--- src/rtl/vga_timing_pkg.sv ---
// Shared timing constants for the 640x480@60 VGA sync generator.
// Holds the default geometry, derived totals and sync windows, and a window-decode helper.
package vga_timing_pkg;

    localparam int CNT_W = 11;
    localparam int DIV_W = 4;

    localparam int DEF_CLK_DIV   = 2;
    localparam int DEF_H_VISIBLE = 640;
    localparam int DEF_H_FRONT   = 16;
    localparam int DEF_H_SYNC    = 96;
    localparam int DEF_H_BACK    = 48;
    localparam int DEF_V_VISIBLE = 480;
    localparam int DEF_V_FRONT   = 10;
    localparam int DEF_V_SYNC    = 2;
    localparam int DEF_V_BACK    = 33;

    localparam int DEF_H_TOTAL = DEF_H_VISIBLE + DEF_H_FRONT + DEF_H_SYNC + DEF_H_BACK;
    localparam int DEF_V_TOTAL = DEF_V_VISIBLE + DEF_V_FRONT + DEF_V_SYNC + DEF_V_BACK;

    localparam int DEF_H_SYNC_START = DEF_H_VISIBLE + DEF_H_FRONT;
    localparam int DEF_H_SYNC_END   = DEF_H_SYNC_START + DEF_H_SYNC;
    localparam int DEF_V_SYNC_START = DEF_V_VISIBLE + DEF_V_FRONT;
    localparam int DEF_V_SYNC_END   = DEF_V_SYNC_START + DEF_V_SYNC;

    // Half-open window test [lo, hi) on a counter value.
    function automatic logic in_window(
        input logic [CNT_W-1:0] val,
        input logic [CNT_W-1:0] lo,
        input logic [CNT_W-1:0] hi
    );
        return (val >= lo) && (val < hi);
    endfunction

endpackage

--- src/rtl/pix_tick_div.sv ---
// Pixel-rate divider: asserts tick for one clk out of every CLK_DIV clks.
// The tick lands in the cycle where the divider count reaches CLK_DIV-1.
module pix_tick_div
    import vga_timing_pkg::*;
#(
    parameter int CLK_DIV = DEF_CLK_DIV
)(
    input  logic clk,
    input  logic rst_n,
    output logic tick
);

    localparam logic [DIV_W-1:0] DIV_LAST = DIV_W'(CLK_DIV - 1);

    logic [DIV_W-1:0] div_cnt_r;

    // Divider count, wrapping at CLK_DIV-1
    always_ff @(posedge clk) begin
        if (!rst_n) begin
            div_cnt_r <= {DIV_W{1'b0}};
        end else if (div_cnt_r == DIV_LAST) begin
            div_cnt_r <= {DIV_W{1'b0}};
        end else begin
            div_cnt_r <= div_cnt_r + 4'd1;
        end
    end

    assign tick = (div_cnt_r == DIV_LAST);

endmodule

--- src/rtl/vga_sync_gen.sv ---
// VGA timing master: pixel/line counters, sync and visible decode, RGB blanking.
// Every output is loaded together on a pixel tick, one tick behind the internal counters.
module vga_sync_gen
    import vga_timing_pkg::*;
#(
    parameter int   CLK_DIV   = DEF_CLK_DIV,
    parameter int   H_VISIBLE = DEF_H_VISIBLE,
    parameter int   H_FRONT   = DEF_H_FRONT,
    parameter int   H_SYNC    = DEF_H_SYNC,
    parameter int   H_BACK    = DEF_H_BACK,
    parameter int   V_VISIBLE = DEF_V_VISIBLE,
    parameter int   V_FRONT   = DEF_V_FRONT,
    parameter int   V_SYNC    = DEF_V_SYNC,
    parameter int   V_BACK    = DEF_V_BACK,
    parameter logic SYNC_POL  = 1'b0
)(
    input  logic             clk,
    input  logic             rst_n,
    input  logic             Rin,
    input  logic             Gin,
    input  logic             Bin,
    output logic             Rout,
    output logic             Gout,
    output logic             Bout,
    output logic             h_sinc,
    output logic             v_sinc,
    output logic [CNT_W-1:0] countH,
    output logic [CNT_W-1:0] countV,
    output logic             visible,
    output logic             pix_tick,
    output logic             line_start,
    output logic             frame_start
);

    localparam int H_TOTAL = H_VISIBLE + H_FRONT + H_SYNC + H_BACK;
    localparam int V_TOTAL = V_VISIBLE + V_FRONT + V_SYNC + V_BACK;

    localparam logic [CNT_W-1:0] H_LAST   = CNT_W'(H_TOTAL - 1);
    localparam logic [CNT_W-1:0] V_LAST   = CNT_W'(V_TOTAL - 1);
    localparam logic [CNT_W-1:0] H_VIS    = CNT_W'(H_VISIBLE);
    localparam logic [CNT_W-1:0] V_VIS    = CNT_W'(V_VISIBLE);
    localparam logic [CNT_W-1:0] HS_START = CNT_W'(H_VISIBLE + H_FRONT);
    localparam logic [CNT_W-1:0] HS_END   = CNT_W'(H_VISIBLE + H_FRONT + H_SYNC);
    localparam logic [CNT_W-1:0] VS_START = CNT_W'(V_VISIBLE + V_FRONT);
    localparam logic [CNT_W-1:0] VS_END   = CNT_W'(V_VISIBLE + V_FRONT + V_SYNC);
    localparam logic [CNT_W-1:0] CNT_ZERO = {CNT_W{1'b0}};

    logic             tick_s;
    logic [CNT_W-1:0] h_cnt_r;
    logic [CNT_W-1:0] v_cnt_r;
    logic [CNT_W-1:0] h_next_s;
    logic [CNT_W-1:0] v_next_s;
    logic             vis_s;
    logic             hs_act_s;
    logic             vs_act_s;

    pix_tick_div #(
        .CLK_DIV (CLK_DIV)
    ) u_div (
        .clk   (clk),
        .rst_n (rst_n),
        .tick  (tick_s)
    );

    // Next counter position; a line wrap on the last line also wraps the frame
    always_comb begin
        h_next_s = h_cnt_r + 11'd1;
        v_next_s = v_cnt_r;
        if (h_cnt_r == H_LAST) begin
            h_next_s = CNT_ZERO;
            if (v_cnt_r == V_LAST) begin
                v_next_s = CNT_ZERO;
            end else begin
                v_next_s = v_cnt_r + 11'd1;
            end
        end else begin
            v_next_s = v_cnt_r;
        end
    end

    // Decode of the current internal position, loaded into the outputs on the tick
    always_comb begin
        vis_s    = (h_cnt_r < H_VIS) && (v_cnt_r < V_VIS);
        hs_act_s = in_window(h_cnt_r, HS_START, HS_END);
        vs_act_s = in_window(v_cnt_r, VS_START, VS_END);
    end

    // Internal pixel/line counters, advancing only on a tick
    always_ff @(posedge clk) begin
        if (!rst_n) begin
            h_cnt_r <= CNT_ZERO;
            v_cnt_r <= CNT_ZERO;
        end else if (tick_s) begin
            h_cnt_r <= h_next_s;
            v_cnt_r <= v_next_s;
        end else begin
            h_cnt_r <= h_cnt_r;
            v_cnt_r <= v_cnt_r;
        end
    end

    // Output stage; strobes last one clk, everything else holds between ticks
    always_ff @(posedge clk) begin
        if (!rst_n) begin
            countH      <= CNT_ZERO;
            countV      <= CNT_ZERO;
            h_sinc      <= ~SYNC_POL;
            v_sinc      <= ~SYNC_POL;
            visible     <= 1'b0;
            Rout        <= 1'b0;
            Gout        <= 1'b0;
            Bout        <= 1'b0;
            pix_tick    <= 1'b0;
            line_start  <= 1'b0;
            frame_start <= 1'b0;
        end else if (tick_s) begin
            countH      <= h_cnt_r;
            countV      <= v_cnt_r;
            h_sinc      <= hs_act_s ? SYNC_POL : ~SYNC_POL;
            v_sinc      <= vs_act_s ? SYNC_POL : ~SYNC_POL;
            visible     <= vis_s;
            Rout        <= vis_s & Rin;
            Gout        <= vis_s & Gin;
            Bout        <= vis_s & Bin;
            pix_tick    <= 1'b1;
            line_start  <= (h_cnt_r == CNT_ZERO);
            frame_start <= (h_cnt_r == CNT_ZERO) && (v_cnt_r == CNT_ZERO);
        end else begin
            pix_tick    <= 1'b0;
            line_start  <= 1'b0;
            frame_start <= 1'b0;
        end
    end

endmodule

--- config.mk ---
export PLATFORM = sky130hd
export DESIGN_NAME = vga_sync_gen
export DESIGN_NICKNAME = d
export VERILOG_FILES = /design/src/rtl/vga_timing_pkg.sv /design/src/rtl/pix_tick_div.sv /design/src/rtl/vga_sync_gen.sv
export SDC_FILE = /design/constraint.sdc
export NUM_CORES = 1
export LEC_CHECK = 0
export ABC_AREA = 1
export CAP_MARGIN = 15
export CORE_ASPECT_RATIO = 0.75
export CORE_UTILIZATION = 50
export DETAILED_ROUTE_END_ITERATION = 7
export PLACE_DENSITY = 0.84
export SLEW_MARGIN = 20
export SYNTH_ARGS = -nofsm -noshare
export SYNTH_HDL_FRONTEND = slang
export SYNTH_SLANG_ARGS = --single-unit
--- constraint.sdc ---
create_clock -name clk -period 3.4 [get_ports clk]
set_input_delay 0.68 -clock clk [delete_from_list [all_inputs] [get_ports clk]]
set_output_delay 0.68 -clock clk [all_outputs]
set_load 0.02 [all_outputs]
=== Word level (Yosys, flattened, before mapping) ===
Index checks and enable logic that the tools add are counted.
W data, S select, Z words.

* Add/subtract/negate cells: 3
* Order comparisons: 6
* Equal/unequal tests: 3
* Multiplexer cells: 5
* Bitwise logic cells: 4
* Reduce and logical (&&, ||, !) cells: 9

{| class="wikitable"
|+ Operator list
! cell !! count
|-
| $add A11 B1 Y11 const B || 2
|-
| $eq A11 B10 Y1 const B || 2
|-
| $logic_not A11 Y1 || 2
|-
| $lt A11 B10 Y1 const B || 2
|-
| $lt A11 B9 Y1 const B || 2
|-
| $mux W11 || 2
|-
| $ge A11 B10 Y1 const B || 1
|-
| $ge A11 B9 Y1 const B || 1
|-
| $add A4 B1 Y4 const B || 1
|-
| $eq A4 B1 Y1 const B || 1
|-
| $logic_and A1 B1 Y1 || 4
|-
| $reduce_and A2 Y1 || 2
|-
| $and A1 B1 Y1 || 3
|-
| $mux W1 || 3
|-
| $reduce_or A2 Y1 || 1
|-
| $not A1 Y1 || 1
|}

* Bits in registers: 57
* Bits of input ports: 5
* Output and inout port bits: 31

=== Logic depth before layout (Yosys ltp) ===
Gate-level depths: netlist of run 1.

* Word-level depth: 3
* Mapped depth: 9

=== Modules after synthesis ===
Synthesis of run 1 repeated with hierarchy kept, for this count alone.

* Cells, all modules: 347
* Area, all modules: 2532.4 um^2

{| class="wikitable"
|+ Modules (own cells, without submodules)
! module !! times used !! cells each !! area an instance (um^2) !! seq. area each (um^2)
|-
| vga_sync_gen || 1 || 326 || 2354.8 || 1061.0
|-
| pix_tick_div || 1 || 21 || 177.7 || 80.1
|}

=== Least setup slack after synthesis of run 1 ===
Ideal clock, no wire load.

* Path kind: input to register
* Start: in rst_n
* End: reg countH[10]
* Setup time: 0.069 ns
* Arrival time: 1.378 ns
* Data required time: 3.331 ns
* Slack: 1.954 ns
* Stages: 6
* Path buffers: 2
* Cells stage by stage: buf_4 -> inv_2 -> nor2_4 -> inv_1 -> buf_6 -> o21ai_1

{| class="wikitable"
|+ RTL lines
! what !! RTL line !! source
|-
| start: declaration || vga_sync_gen.sv:18 || <nowiki>input logic rst_n,</nowiki>
|-
| end signal: assignment || vga_sync_gen.sv:117 || <nowiki>countH <= h_cnt_r;</nowiki>
|-
| end: declaration || vga_sync_gen.sv:27 || <nowiki>output logic [CNT_W-1:0] countH,</nowiki>
|}

==> results of run 1 <==
final cells by class:
type | instances | area [um^2]
clock buffer | 11 | 141
clock inverter | 5 | 78.8
fill | 397 | 1760
inverter | 45 | 171
multi-input combinational | 230 | 1210
sequential | 57 | 1140
tap | 60 | 75.1
timing repair buffer | 35 | 350
power groups by stage:
| stage | combinational [mW] | clock [mW] | sequential [mW] |
|---|---|---|---|
| after CTS | 0.148 | 0.707 | 0.700 |
| after global placement | 0.144 | 0 | 0.714 |
| after detailed placement | 0.148 | 0 | 0.715 |
| final | 0.150 | 0.704 | 0.700 |
| after floorplan | 0.0982 | 0 | 0.728 |
| after global routing | 0.162 | 0.749 | 0.702 |
worst max-delay path by stage:
stage,from,endpoint,slack [ps],depth (start not counted)
5_1_grt,rst_n,countV[2],1030,5
4_1_cts,rst_n,countV[2],1180,5
3_5_place_dp,rst_n,countV[2],810,5
3_3_place_gp,rst_n,countV[2],930,5
6_report,rst_n,countV[2],1160,5
2_1_floorplan,rst_n,countH[10],1950,6
flip-flops by register name, indices dropped and copies added, names as in the netlist, 4 cells and up:
name,cells
countH,11
countV,11
h_cnt_r,11
v_cnt_r,11
u_div.div_cnt_r,4
cells in the mapped netlist, drive strengths merged (2+ instances only):
library cell / n
a21oi: 7
a31oi: 2
buf: 6
dfxtp: 57
ha: 6
inv: 45
nand2: 83
nand3: 29
nand4: 7
nor2: 47
nor3: 7
o21ai: 28
o21bai: 2
o22ai: 2
xor2: 4
critical path, delay by kind of cell:
family                 cells  cell delay [ps]
AOI/OAI and AO/OA          1              150
buffers and inverters      3             1510
and+or+nand+nor            1               90
per-layer routing:
metal | vias up | global-route usage (%) | part of all wire (%)
met3 | 11 | 8.01 | 9.4
met4 | 0 | 8.69 | 1.4
met1 | 1077 | 34.0 | 47
met2 | 106 | 35.4 | 42
li1 | 1166 | - | -
met5 | - | 0 | 0
stage by stage:
stage | power [mW] | setup slack, ps
floorplan | 0.826 | 1950
global placement | 0.858 | 927
finish | 1.55 | 1160
detailed placement | 0.863 | 811
CTS | 1.56 | 1180
global route | 1.61 | 1030
layout by cell type, fill, tap and decap left out, types with 4 or more instances in the layout:
master	Yosys	layout
o21ai_0	6	6
ha_1	6	6
inv_2	6	6
nand2_1	77	77
nor2_1	39	39
a21oi_1	7	7
inv_1	38	38
dfxtp_1	57	57
o21ai_2	8	8
xor2_1	4	4
nor2_2	4	4
clkbuf_8	0	10
nand3_1	26	26
nor2_4	4	4
nand4_1	7	7
nor3_1	7	7
o21ai_1	14	14
nand2_2	4	4
clkdlybuf4s50_1	0	35
kinds of logic after synthesis:
group	Yosys count	share of synthesized area, %
buf+inv	51	8.87
compound gates	45	10.7
flops	57	44.2
xor+xnor	5	1.70
fa+ha+maj	6	2.91
simple gates	174	31.6
==> impl_results.md, run 1 <==
- Worst r2r src: u_div.div_cnt_r[1]
- Post CTS Setup Buffer Count: 0
- Nets: 389
- Worst setup EP type: register
- Fmax: 446 MHz
- Pre-Repair DR Iteration Count: 7
- CTS sink cnt: 57
- Psw: 384 uW
- Critical Path RT: 3590 ps
- First-pass GRT wire length: 10.2 mm
- Final hold vios: 0
- CP arrival: 2430 ps
- Final instance area: 3170 um^2
- Max stage delay on crit path: 650 ps
- DP Area: 2950 um^2
- Post-DP HPWL: 4.44 mm
- Gate power share: 9.6%
- Fraction of the yosys area taken by sequential cells: 44.2%
- Setup Crit Path Kind: in2reg
- Hold WS: 451 ps
- Average via count per standard cell: 5.33
- Hold depth: 2
- Internal: 1.17 mW
- DR iter-0 viols: 237
- Synth Register Bits: 57
- Failing checks: design-rule violations
- Area leader, netlist: dfxtp_1
- Antenna viol nets, final: 0
- Status: finished, violations left
- Syn nets: 349
- Fin crit share: 65.9%
- DP Cell Count: 427
- Root Driver: clkbuf_8
- Die area: 5450 um^2
- Remaining DRCs: 7
- Num CTS Buffers: 9
- Layout area overhead: 22.8%
- Register share of total power: 45.1%
- VDD IR max: 0.000296 V
- Die width: 84.9 um
- Post-synth cell types: 34
- RSZ-0062 raised after global routing: false
- CTS Hold Bufs: 0
- # rows: 22
- Mapped Area: 2580 um^2
- Area contributors post-synth: dfxtp_1, nand2_1, nor2_1
- Clock Skews: 7.61 ps
- Worst-margin pin slew: 737 ps
- Synth Instances: 338
- R2R depth: 6
- Share of cells above drive strength 1: 12.3%
- Final Max Tran Viols: 0
- GR Util All Layers: 24.5%
- Antenna cells: 0
- Core Area: 4930 um^2
- Syn_area_per_cell: 7.63 um^2
- Max Root-Sink Buffers: 2
- Power share of the clock group: 45.3%
- Worst Path Max Fanout: 20
- Sw frac: 24.7%
- Leak pwr: 1.24 nW
- Vias in the first global route: 2,108
- Type of origin of the critical path: primary input
- Max-cap violations: 0
- H-tree lvl count: 3
- IO Count: 36
- Setup TNS: 0 ps
- Hold Path Class: reg2reg
- Largest net degree at the start of global routing: 27
- Tmin final: 2240 ps
- Crit-path cells: clkdlybuf4s50_1 -> inv_2 -> nor2_4 -> inv_1 -> o21ai_1
- Initial antenna violation count: 0
- # setup viols final: 0
- Slowest stage cell, crit path: clkdlybuf4s50_1
- Post-synth top flop: dfxtp_1
- Final non-filler cell total: 443
- CTS clk-pin slew, worst paths: 60 ps
- CTS tree: done
- Initial core utilization: 52.4%
- Avg WL per Cell: 13.9 um
- Hold Path End: visible
- Worst r2r dst: countV[2]
- Post-synth top area share: 44.2%
- Number of synthesized flops with an enable pin: 0
- Final WL: 6.14 mm
- Hold Path Origin: visible
- Synth warn: 0
- Worst skew pair latency: 330 ps
- Total grt overflow: 0
- Die Ht: 64.2 um
- Via count: 2,360
- Flop-to-flop setup slack: 1680 ps
- Core Util, Final: 64.3%
- Slew headroom: 50.8%
- PortBufs: 35
- P per Cell Area: 490 nW/um^2
- Async SR Flop Fraction: 0%
- Gpl congestion: 0.933
- Post-CTS sizing: 0
Power figures use the tool's default switching activity.
==> inputs of run 2 (changes only) <==
--- a/config.mk
+++ b/config.mk
@@ -8,9 +8,9 @@
 export ABC_AREA = 1
 export CAP_MARGIN = 15
 export CORE_ASPECT_RATIO = 0.75
-export CORE_UTILIZATION = 50
+export CORE_UTILIZATION = 49
 export DETAILED_ROUTE_END_ITERATION = 7
-export PLACE_DENSITY = 0.84
+export PLACE_DENSITY = 0.86
 export SLEW_MARGIN = 20
 export SYNTH_ARGS = -nofsm -noshare
 export SYNTH_HDL_FRONTEND = slang
==> constraint.sdc (replaced) <==
create_clock -name clk -period 1.95 [get_ports clk]
set_input_delay 0.39 -clock clk [delete_from_list [all_inputs] [get_ports clk]]
set_output_delay 0.39 -clock clk [all_outputs]
set_load 0.02 [all_outputs]
==> impl_results.md, run 2 (same netlist as run 1, synthesis figures left out) <==
- Commonest non-fill, non-tap cell in the layout: nand2_1
- Pre-Repair DR Iteration Count: 5
- Worst skew pair latency: 340 ps
- Critical Path RT: 1560 ps
- CTS sink cnt: 57
- DP Area: 3010 um^2
- Status: finished, final reports clean
- Slowest stage cell, crit path: clkdlybuf4s50_1
- Hold Path Class: reg2reg
- RSZ-0062 raised after global routing: false
- Initial antenna violation count: 0
- Worst-margin pin slew: 745 ps
- CP delay by family, top: buffers and inverters
- Layout area overhead: 24.5%
- PortBufs: 35
- Pre-CTS setup slack: 167 ps
- Remaining DRCs: 0
- Worst r2r src: u_div.div_cnt_r[1]
- GR Util All Layers: 24.5%
- Die area: 5560 um^2
- Post-CTS sizing: 0
- Worst r2r dst: countH[9]
- Most used cells in the layout excluding fill and tap cells: nand2_1, dfxtp_1, nor2_1, inv_1, clkdlybuf4s50_1
- First-pass GRT wire length: 10.4 mm
- H-tree lvl count: 3
- Antenna viol nets, final: 0
- Antenna cells: 0
- Worst Path Max Fanout: 2
- P per Cell Area: 834 nW/um^2
- Via count: 2,380
- Nets: 393
- VDD IR max: 0.000443 V
- Gpl congestion: 0.901
- Die width: 85.8 um
- Register share of total power: 45.7%
- Power share of the clock group: 43.9%
- Avg WL per Cell: 13.1 um
- Fin crit share: 87.4%
- Type of origin of the critical path: register
- Die Ht: 64.8 um
- Final Max Tran Viols: 0
- Final hold vios: 0
- Max Root-Sink Buffers: 2
- Sw frac: 25.0%
- Initial core utilization: 51.8%
- Tmin final: 1700 ps
- Final WL: 6.01 mm
- Root Driver: clkbuf_8
- Vias in the first global route: 2,168
- Gate power share: 10.4%
- Worst setup path start: countH[0]
- Max-cap violations: 0
- Num CTS Buffers: 9
- CP arrival: 1310 ps
- Average via count per standard cell: 5.20
- Critical path depth in cells: 1
- Worst setup EP type: output port
- Total grt overflow: 0
- # setup viols final: 0
- DR iter-0 viols: 232
- Final instance area: 3210 um^2
- # rows: 22
- Final worst slack: 245 ps
- Core Util, Final: 64.5%
- Core Area: 4980 um^2
- Worst Setup EP: countH[0]
- IO Count: 36
- Setup TNS: 0 ps
- Slew headroom: 50.3%
- Fmax: 587 MHz
- CTS clk-pin slew, worst paths: 60 ps
- CTS Hold Bufs: 0
- R2R depth: 6
- Max stage delay on crit path: 620 ps
- Largest net degree at the start of global routing: 23
- Internal: 2.01 mW
- Worst Path Buf+Inv: 1
- Clock Skews: 13.1 ps
- Post-DP HPWL: 4.33 mm
- Leak pwr: 1.26 nW
- Setup Crit Path Kind: reg2out
- Post CTS Setup Buffer Count: 0
- CTS tree: done
- Share of cells above drive strength 1: 13.2%
- Crit-path cells: clkdlybuf4s50_1
- Psw: 668 uW
- Flop-to-flop setup slack: 260 ps
[run 2: cell types whose count changed in the layout (fill, tap and decap cells not counted), sizes merged]
cell | previous run | this run
buf | 0 | 4
clkbuf | 11 | 9
clkinv | 3 | 4
[run 2: area by class of cell]
type	instances	area (um^2)
Clock buffer	9	124
Inverter	45	171
Timing Repair Buffer	39	393
Tap cell	72	90.1
Clock inverter	6	83.8
Multi-Input combinational cell	230	1210
Sequential cell	57	1140
Fill cell	412	1770
[run 2: power groups by stage]
stage | Combinational [mW] | Clock (mW) | Sequential (mW)
finish | 0.278 | 1.18 | 1.22
floorplan | 0.171 | 0 | 1.27
detailed placement | 0.276 | 0 | 1.25
global route | 0.300 | 1.26 | 1.23
global placement | 0.273 | 0 | 1.25
CTS | 0.278 | 1.19 | 1.22
[run 2: through the flow]
stage                     cells  power, mW  hold slack, ps
after floorplan             338       1.44             434
after global placement      443       1.52             438
after detailed placement    443       1.52             443
after CTS                   458       2.69             457
after global routing        458       2.78             471
final                       458       2.68             454
[run 2: worst min path at each step]
stage,start,to,slack [ps],cells past startpoint
2_1_floorplan,u_div.div_cnt_r[0],u_div.div_cnt_r[0],430,1
3_3_place_gp,visible,visible,440,2
3_5_place_dp,Bout,Bout,440,2
4_1_cts,Bout,Bout,460,2
5_1_grt,Bout,Bout,470,2
6_report,countV[5],countV[5],450,2
[run 2: routing by layer]
layer | part of all wire [%] | routed length [um] | GRT usage (%) | vias up
met4 | 1.5 | 91 | 7.50 | 0
met5 | 0 | 0 | 0 | -
li1 | - | - | - | 1173
met1 | 47 | 2840 | 34.0 | 1097
met2 | 42 | 2550 | 35.9 | 99
met3 | 8.7 | 520 | 8.41 | 11
==> inputs of run 3 (changes only) <==
--- a/config.mk
+++ b/config.mk
@@ -11,6 +11,7 @@
 export CORE_UTILIZATION = 49
 export DETAILED_ROUTE_END_ITERATION = 7
 export PLACE_DENSITY = 0.86
+export RECOVER_POWER = 25
 export SLEW_MARGIN = 20
 export SYNTH_ARGS = -nofsm -noshare
 export SYNTH_HDL_FRONTEND = slang
==> impl_results.md, run 3 (same netlist as run 1, synthesis figures left out) <==
- Final Max Tran Viols: 0
- P per Cell Area: 839 nW/um^2
- Psw: 666 uW
- Initial core utilization: 51.8%
- Gpl congestion: 0.901
- Fillcell total: 421
- VDD IR max: 0.000443 V
- # setup viols final: 0
- CP arrival: 1960 ps
- Post CTS Setup Buffer Count: 0
- Slew headroom: 50.3%
- Gate power share: 10.1%
- Average via count per standard cell: 5.23
- Antenna viol nets, final: 0
- GR Util All Layers: 24.5%
- Setup Crit Path Kind: reg2reg
- Post-DP HPWL: 4.33 mm
- CTS sink cnt: 57
- Layout area overhead: 23.4%
- Share of cells above drive strength 1: 11.4%
- Die area: 5560 um^2
- Fmax: 577 MHz
- Worst-margin pin slew: 745 ps
- RSZ-0062 raised after global routing: false
- Num CTS Buffers: 9
- Core Area: 4980 um^2
- Total grt overflow: 0
- PortBufs: 35
- CTS Hold Bufs: 0
- Tmin final: 1730 ps
- First-pass GRT wire length: 10.4 mm
- Max stage delay on crit path: 400 ps
- DR iter-0 viols: 227
- Avg WL per Cell: 13.2 um
- Worst Path Max Fanout: 12
- CTS tree: done
- Clock Skews: 13.4 ps
- Status: finished, final reports clean
- Largest net degree at the start of global routing: 23
- Vias in the first global route: 2,168
- Fin crit share: 88.9%
- DP Cell Count: 443
- Via count: 2,395
- Hold WS: 454 ps
- Slowest stage cell, crit path: dfxtp_1
- Die Ht: 64.8 um
- CTS clk-pin slew, worst paths: 70 ps
- Pre-Repair DR Iteration Count: 5
- Internal: 2.01 mW
- IO Count: 36
- Commonest non-fill, non-tap cell in the layout: nand2_1
- Most used cells in the layout excluding fill and tap cells: nand2_1, dfxtp_1, nor2_1, inv_1, clkdlybuf4s50_1
- Max-cap violations: 0
- Power share of the clock group: 44.1%
- Sw frac: 24.9%
- Final worst slack: 216 ps
- Worst skew pair latency: 340 ps
- Hold Path Class: reg2reg
- Remaining DRCs: 0
- Max Root-Sink Buffers: 2
- Final non-filler cell total: 458
- Final WL: 6.05 mm
- H-tree lvl count: 3
- Type of origin of the critical path: register
- Crit-path cells: ha_1 -> nand2_4 -> inv_4 -> nand3_4 -> nand2_1 -> inv_2 -> o21ai_1 -> nor2_1
- Setup TNS: 0 ps
- Worst setup EP type: register
- Register share of total power: 45.8%
- Antenna cells: 0
- Die width: 85.8 um
- Initial antenna violation count: 0
- Leak pwr: 1.26 nW
- Nets: 393
- Final hold vios: 0
- # rows: 22
- Post-CTS sizing: 0
- Pre-CTS setup slack: 167 ps
- Root Driver: clkbuf_8
- Critical Path RT: 2180 ps
==> run 3: cell count changes in the layout (fill, tap and decap cells not counted), sizes merged <==
cell and delta:
clkbuf +1, buf -1
==> run 3: worst max-delay path: cells and delay by family, from the launching register on <==
family	cells	cell delay [ps]
flops	1	400
fa+ha+maj	1	250
compound gates	1	100
buf+inv	2	260
simple gates	4	630
==> run 3: through the flow <==
stage / area, um^2 / utilization, % / power [mW]
after floorplan: 2580 / - / 1.44
after global placement: 3010 / 60.3 / 1.52
after detailed placement: 3010 / 60.3 / 1.52
after CTS: 3210 / 64.5 / 2.69
after global routing: 3180 / 63.9 / 2.77
final: 3180 / 63.9 / 2.67
==> run 3: worst paths after layout <==
| check | startpoint | end | slack, ps | depth (start not counted) |
|---|---|---|---|---|
| setup reg to reg | u_div.div_cnt_r[0] | h_cnt_r[9] | 220 | 8 |
| setup / recovery | u_div.div_cnt_r[0] | h_cnt_r[9] | 220 | 8 |
| hold / removal | countV[5] | countV[5] | 450 | 2 |
| hold reg to reg | countV[5] | countV[5] | 450 | 2 |
==> run 3: per-layer routing <==
metal	up-vias	part of all wire [%]	track usage [%]
li1	1175	-	-
met3	11	8.8	8.41
met2	108	42	35.9
met1	1101	47	34.0
met4	0	1.5	7.50
met5	-	0	0
==> run 3: power groups by stage <==
stage | combinational [mW] | sequential, mW | clock (mW)
2_1_floorplan | 0.171 | 1.27 | 0
3_3_place_gp | 0.273 | 1.25 | 0
3_5_place_dp | 0.276 | 1.25 | 0
4_1_cts | 0.278 | 1.22 | 1.19
5_1_grt | 0.290 | 1.23 | 1.26
6_report | 0.269 | 1.22 | 1.18
==> run 3: area by class of cell <==
cell class	instances	area, um^2	share of cell area, %
multi-input cells	230	1180	37.2
flip-flops and latches	57	1140	35.8
repair buffers	39	389	12.2
inverters	45	171	5.38
clock buffers	9	124	3.89
well taps	72	90.1	2.83
clock inverters	6	83.8	2.63
